==> src/rtl/alu_operand_stage.sv <==
`default_nettype none
// ============================================================================
// Module   : alu_operand_stage
// Purpose  : ID/EX pipeline stage. Resolves ALU operands A/B at capture time
//            (EX/MEM and MEM/WB forwarding, immediate select), registers them
//            with the ALU function code, and stalls decode on load-use hazards.
//            valid/ready handshake on both sides.
// Ports    : clk, reset (sync, active-high), flush
//            upstream   : in_valid/in_ready, in_rs, in_rt, in_rs_data,
//                         in_rt_data, in_imm, in_use_imm, in_alufun, in_rd,
//                         in_is_load
//            forwarding : exm_we, exm_rd, exm_data, exm_is_load,
//                         wb_we, wb_rd, wb_data
//            downstream : out_valid/out_ready, A, B, ALUFun, out_rd,
//                         out_is_load
// Revision : 1.0 - initial release
// ============================================================================
module alu_operand_stage #(
  parameter int DW = 32,
  parameter int RW = 5,
  parameter int FW = 6
) (
  input  logic          clk,
  input  logic          reset,
  input  logic          flush,
  input  logic          in_valid,
  output logic          in_ready,
  input  logic [RW-1:0] in_rs,
  input  logic [RW-1:0] in_rt,
  input  logic [DW-1:0] in_rs_data,
  input  logic [DW-1:0] in_rt_data,
  input  logic [DW-1:0] in_imm,
  input  logic          in_use_imm,
  input  logic [FW-1:0] in_alufun,
  input  logic [RW-1:0] in_rd,
  input  logic          in_is_load,
  input  logic          exm_we,
  input  logic [RW-1:0] exm_rd,
  input  logic [DW-1:0] exm_data,
  input  logic          exm_is_load,
  input  logic          wb_we,
  input  logic [RW-1:0] wb_rd,
  input  logic [DW-1:0] wb_data,
  output logic          out_valid,
  input  logic          out_ready,
  output logic [DW-1:0] A,
  output logic [DW-1:0] B,
  output logic [FW-1:0] ALUFun,
  output logic [RW-1:0] out_rd,
  output logic          out_is_load
);

  typedef enum logic [0:0] {
    EMPTY = 1'b0,
    FULL  = 1'b1
  } state_t;

  state_t        r_state;
  state_t        w_state_next;
  logic          w_hazard;
  logic          w_capture;
  logic [DW-1:0] w_rs_val;
  logic [DW-1:0] w_rt_val;
  logic [DW-1:0] r_a;
  logic [DW-1:0] r_b;
  logic [FW-1:0] r_alufun;
  logic [RW-1:0] r_rd;
  logic          r_is_load;

  // Bypass network. A load in EX/MEM has no data yet, so it is never a
  // forwarding source; that case is covered by the hazard stall instead.
  function automatic logic [DW-1:0] resolve(
    input logic [RW-1:0] r,
    input logic [DW-1:0] rf_data,
    input logic          f_exm_we,
    input logic          f_exm_is_load,
    input logic [RW-1:0] f_exm_rd,
    input logic [DW-1:0] f_exm_data,
    input logic          f_wb_we,
    input logic [RW-1:0] f_wb_rd,
    input logic [DW-1:0] f_wb_data
  );
    logic [DW-1:0] v;
    if (r == '0)
      v = '0;
    else if (f_exm_we && !f_exm_is_load && (f_exm_rd == r))
      v = f_exm_data;
    else if (f_wb_we && (f_wb_rd == r))
      v = f_wb_data;
    else
      v = rf_data;
    return v;
  endfunction

  // rt only matters for the hazard when B actually comes from the register.
  assign w_hazard = exm_we && exm_is_load && (exm_rd != '0) &&
                    ((exm_rd == in_rs) || (!in_use_imm && (exm_rd == in_rt)));

  assign out_valid = (r_state == FULL);
  assign in_ready  = !flush && !w_hazard && (!out_valid || out_ready);
  assign w_capture = in_valid && in_ready;

  assign w_rs_val = resolve(in_rs, in_rs_data, exm_we, exm_is_load, exm_rd,
                            exm_data, wb_we, wb_rd, wb_data);
  assign w_rt_val = resolve(in_rt, in_rt_data, exm_we, exm_is_load, exm_rd,
                            exm_data, wb_we, wb_rd, wb_data);

  always_ff @(posedge clk) begin
    if (reset)
      r_state <= EMPTY;
    else
      r_state <= w_state_next;
  end

  // in_ready already folds in flush, so a flushed cycle never captures.
  always_comb begin
    w_state_next = r_state;
    if (flush)
      w_state_next = EMPTY;
    else if (w_capture)
      w_state_next = FULL;
    else if ((r_state == FULL) && out_ready)
      w_state_next = EMPTY;
  end

  // Payload only moves on capture, so a stalled entry stays frozen and
  // out_ready has no path into A/B/ALUFun beyond the registered enable.
  always_ff @(posedge clk) begin
    if (reset) begin
      r_a       <= '0;
      r_b       <= '0;
      r_alufun  <= '0;
      r_rd      <= '0;
      r_is_load <= 1'b0;
    end else if (w_capture) begin
      r_a       <= w_rs_val;
      r_b       <= in_use_imm ? in_imm : w_rt_val;
      r_alufun  <= in_alufun;
      r_rd      <= in_rd;
      r_is_load <= in_is_load;
    end
  end

  assign A           = r_a;
  assign B           = r_b;
  assign ALUFun      = r_alufun;
  assign out_rd      = r_rd;
  assign out_is_load = r_is_load;

endmodule
`default_nettype wire

==> config.mk <==
export PLATFORM = sky130hd
export DESIGN_NAME = alu_operand_stage
export DESIGN_NICKNAME = d
export VERILOG_FILES = /design/src/rtl/alu_operand_stage.sv
export SDC_FILE = /design/constraint.sdc
export NUM_CORES = 1
export LEC_CHECK = 0
export BUFFER_PORTS_ARGS = -buffer_cell sky130_fd_sc_hd__buf_2
export CAP_MARGIN = 20
export CORE_AREA = 2 2 126 103
export DETAILED_ROUTE_END_ITERATION = 7
export DIE_AREA = 0 0 128 105
export PLACE_DENSITY = 0.84
export RECOVER_POWER = 25
export SLEW_MARGIN = 0
export SYNTH_ARGS = -nofsm -noshare
export SYNTH_HDL_FRONTEND = slang
export SYNTH_SLANG_ARGS = --single-unit
==> constraint.sdc <==
create_clock -name clk -period 6.85 [get_ports clk]
set_input_delay 2.055 -clock clk [delete_from_list [all_inputs] [get_ports clk]]
set_output_delay 2.055 -clock clk [all_outputs]
set_load 0.005 [all_outputs]
After elaboration in Yosys (flattened, before gate mapping). Cells that the tools add are included.

Bits in registers: 77. Logic and storage cells: 44.

Equal/unequal tests: 4. Muxes and demuxes: 9. Reduce and logical (&&, ||, !) cells: 25.

Operator list (number): 2-to-1 mux 32 bit (7); == test 5 bit (4); logical AND 1 bit (13); zero test 5 bit (2); zero test 1 bit (5); nonzero test 5 bit (1); logical OR 1 bit (2); 2-to-1 mux 1 bit (2); nonzero test 2 bit (1); OR reduction 2 bit (1).

Logic depth before layout (Yosys ltp).
Depth in word-level cells: 9. Gate-level depth with buffers: 8. Depth with buffers taken out: 5.

Least setup slack after synthesis. Ideal clock, no wire load.

Path type: input to output. Start point: in in_rt[4]. End point: out in_ready. Data arrival time: 3265 ps. Path slack: 1530 ps. Stages: 5. Buffers on the path: 1. Path through: xor2_1 nor4_4 a22oi_4 clkbuf_1 o211a_1.

Cells in the longest elaborated chain, start to end: 7.

RTL lines: from (decl) (RTL line 29) `input logic [RW-1:0] in_rt,`; == test 5 bit (RTL line 97) `((exm_rd == in_rs) || (!in_use_imm && (exm_rd == in_rt)));`; logical AND 1 bit (RTL line 97); logical OR 1 bit (RTL line 97); logical AND 1 bit (RTL line 96) `assign w_hazard = exm_we && exm_is_load && (exm_rd != '0) &&`; zero test 1 bit (RTL line 100) `assign in_ready = !flush && !w_hazard && (!out_valid || out_ready);`; logical AND 1 bit (2 in a row) (RTL line 100); to (decl) (RTL line 27) `output logic in_ready,`.

Every way passes these cells.

Final worst setup path.
Start point: in in_rs[1]. End point: out in_ready.

Cells in the longest elaborated chain, start to end: 6.

RTL lines: from (decl) (RTL line 28) `input logic [RW-1:0] in_rs,`; == test 5 bit (RTL line 97); logical OR 1 bit (RTL line 97); logical AND 1 bit (RTL line 96); zero test 1 bit (RTL line 100); logical AND 1 bit (2 in a row) (RTL line 100).

Every way passes these cells.

==> flow_summary.toml <==
[run]
cap_viol_max_count = 0

[final_layout]
fin_util_pct = 63.7
final_layout_size_suffix_gt1_share_pct = 36.2
stdcell_area_sq_um = 7680
area_growth_pct = 28.1
design.final.nets = 1128
layout.filler_cells = 1070

[placement]
hpwl_mm = 16.2
finalWeightedCongestion = 0.934
postPlaceCellArea_sq_um = 7360
pre_cts_ws_ns = 1.33
buffers_on_ports = 278

[critical_path]
startpoint_type = "input port"
critical_register_to_register_path_startpoint = "out_valid"
worstPathRequired_ns = 4.80
endpoint_kind = "output port"
timing.critical_path.arrival_ns = 3.51
critical_path_class = "in -> out"
crit_fanout = 34
startpoint = "in_rs[1]"

[drt]
wl_per_cell_um = 22.2
first_pass_iters = 7
detail_route.vias_per_cell = 6.57
wirelength_mm = 24.0
vias_after_detailed_routing = 7126
detailedRoute.firstIterationViolations = 715
remaining_drc_errors = 0
ant_nets = 0

[logic_synthesis]
synth_cell_types = 40
syn-num-nets = 908
synth_seq_cells = 77
ys_async_sr_fraction_pct = 0
sequential_cell_area_fraction_in_the_yosys_report_pct = 25.7
count_of_flip_flops_with_a_built_in_enable_after_synthesis = 0
postSynthAreaPerCell_sq_um = 8.49
count_of_yosys_warnings_during_synthesis = 0
syn-cell-area_sq_um = 6000
postSynthCellCount = 707
synthFlopType = "sky130_fd_sc_hd__dfxtp_1"

[global_route]
grt_start_max_net_pins = 65
number_of_antenna_violations_at_the_first_check_in_global_routing = 1
global_route.usage.total_pct = 34.3
first_global_vias = 7036
gr_overflow_total = 0
grt_first_pass_wirelength_mm = 36.3

[sta]
slew_headroom_pct = 27.1
finalSetupViolCount = 0
fmax_mhz = 180
finalCritPeriodShare_pct = 81.3
rsz_0062_raised_after_global_routing = "false"
final.min_clock_period_ns = 5.57
setup_ws_ns = 1.28
timing.setup.tns_ns = 0
skew_ns = 0.00491
worst_pin_slew_ns = 1.09
hold_viol = 0
slew_violations = 0

[die]
ioPinCount = 279
die-area_sq_um = 13400
start_util_pct = 49.7
fp.coreArea_sq_um = 12100
fp-row-count = 36
chipWidth_um = 128
die-height_um = 105

[cts]
post-cts-setup-buffer-count = 0
clock_buffer_count_from_cts = 9
clk_latency_ns = 0.33
clk_root_buffer_cell = "sky130_fd_sc_hd__clkbuf_16"
cts_htree_levels = 3
cts_resized = 0
path_clk_slew_ns = 0.06
clk_path_buf_depth = 2
cts_tree = "yes"
cts_sinks = 77
cts-hold-fix-buffers = 0

[worst_hold_path]
min_path_type = "reg -> reg"
hold_path_startpoint = "out_rd[3]"

[outcome]
run_status = "completed"

[power_and_ir_drop]
power.static_leakage_nw = 3.55
totalPowerFinal_mw = 1.37
vdd_drop_max_uv = 104
pd_cells_nw_per_um2 = 178
stage by stage:
step | std cells | hold slack [ns]
after detailed placement | 1065 | 0.464
after global placement | 1064 | 0.457
after floorplan | 707 | 0.465
after CTS | 1081 | 0.475
final | 1085 | 0.474
after global routing | 1085 | 0.493
cell usage after synthesis, types with 32 or more instances:
library cell	n	area [sq um]
sky130_fd_sc_hd__o31ai_1	32	240
sky130_fd_sc_hd__inv_1	33	124
sky130_fd_sc_hd__a21boi_0	32	240
sky130_fd_sc_hd__dfxtp_1	77	1540
sky130_fd_sc_hd__a211oi_1	33	248
sky130_fd_sc_hd__nand2b_1	64	400
sky130_fd_sc_hd__mux2i_1	44	440
sky130_fd_sc_hd__and4_1	33	289
sky130_fd_sc_hd__o31a_1	32	280
sky130_fd_sc_hd__and3_1	34	213
sky130_fd_sc_hd__nand2_1	33	124
sky130_fd_sc_hd__nand3_1	33	165
sky130_fd_sc_hd__a31oi_1	32	200
sky130_fd_sc_hd__o311ai_1	32	280
sky130_fd_sc_hd__clkbuf_1	69	259
critical path: stages:
cell                      delay [ns]
sky130_fd_sc_hd__buf_2          0.15
sky130_fd_sc_hd__xor2_1         0.18
sky130_fd_sc_hd__nor3_4         0.16
sky130_fd_sc_hd__buf_4          0.43
sky130_fd_sc_hd__a22oi_4        0.14
sky130_fd_sc_hd__o211a_1        0.24
sky130_fd_sc_hd__buf_2          0.15
state kept, by name (all words and copies together), names as in the netlist:
name,flops
out_is_load,1
B,32
out_valid,1
A,32
ALUFun,6
out_rd,5
per-layer routing:
layer / track usage (%) / vias to the layer above / part of all wire, %
li1: - / 3162 / -
met1: 43.1 / 3238 / 39
met2: 53.9 / 613 / 45
met3: 8.19 / 113 / 12
met4: 18.6 / 0 / 5.0
met5: 0 / - / 0
cell families after synthesis:
kind of cell	after synthesis	synth area share, %
compound gates	232	33.7
simple gates	214	22.0
buf+inv	123	8.80
flops	77	25.7
mux	44	7.34
xor+xnor	17	2.48
worst paths after layout:
check              endpoint  slack, ns  cells after the start
setup / recovery   in_ready       1.28                      7
hold / removal    out_rd[3]       0.47                      2
setup reg to reg       B[2]       4.11                      6
hold reg to reg   out_rd[3]       0.47                      2
power breakdown:
group | switching (mW) | leakage (nW) | internal, mW | total (mW)
combinational | 0.221 | 2.78 | 0.157 | 0.378
clock | 0.208 | 0.143 | 0.286 | 0.494
sequential | 0.0185 | 0.634 | 0.481 | 0.499
layout make-up:
cell class | count | area [sq um] | share of cell area, %
timing repair buffer | 298 | 1550 | 20.2
clock buffer | 10 | 229 | 2.98
clock inverter | 6 | 72.6 | 0.944
inverter | 34 | 128 | 1.66
multi-input combinational | 507 | 3970 | 51.7
antenna | 1 | 2.50 | 0.0326
tap | 152 | 190 | 2.47
sequential | 77 | 1540 | 20.1
layout by cell type (no fill, tap or decap), types with 2 or more instances in the layout:
| cell | count |
|---|---|
| sky130_fd_sc_hd__buf_2 | 262 |
| sky130_fd_sc_hd__dfxtp_1 | 77 |
| sky130_fd_sc_hd__nand2b_1 | 64 |
| sky130_fd_sc_hd__mux2i_1 | 44 |
| sky130_fd_sc_hd__and3_1 | 34 |
| sky130_fd_sc_hd__inv_1 | 33 |
| sky130_fd_sc_hd__nand3_1 | 33 |
| sky130_fd_sc_hd__nand2_1 | 33 |
| sky130_fd_sc_hd__and4_1 | 33 |
| sky130_fd_sc_hd__a211oi_1 | 33 |
| sky130_fd_sc_hd__o31a_1 | 32 |
| sky130_fd_sc_hd__o311ai_1 | 32 |
| sky130_fd_sc_hd__a21boi_0 | 32 |
| sky130_fd_sc_hd__a31oi_1 | 32 |
| sky130_fd_sc_hd__o31ai_1 | 32 |
| sky130_fd_sc_hd__a311oi_2 | 28 |
| sky130_fd_sc_hd__clkbuf_1 | 17 |
| sky130_fd_sc_hd__buf_4 | 16 |
| sky130_fd_sc_hd__xor2_1 | 14 |
| sky130_fd_sc_hd__clkbuf_16 | 9 |
| sky130_fd_sc_hd__a311oi_1 | 4 |
| sky130_fd_sc_hd__buf_8 | 4 |
| sky130_fd_sc_hd__nor2_1 | 3 |
| sky130_fd_sc_hd__xnor2_1 | 3 |
| sky130_fd_sc_hd__and2_1 | 3 |
| sky130_fd_sc_hd__clkinv_4 | 3 |
| sky130_fd_sc_hd__nor4_4 | 2 |
Note: power is estimated with default switching activity, not from simulation.
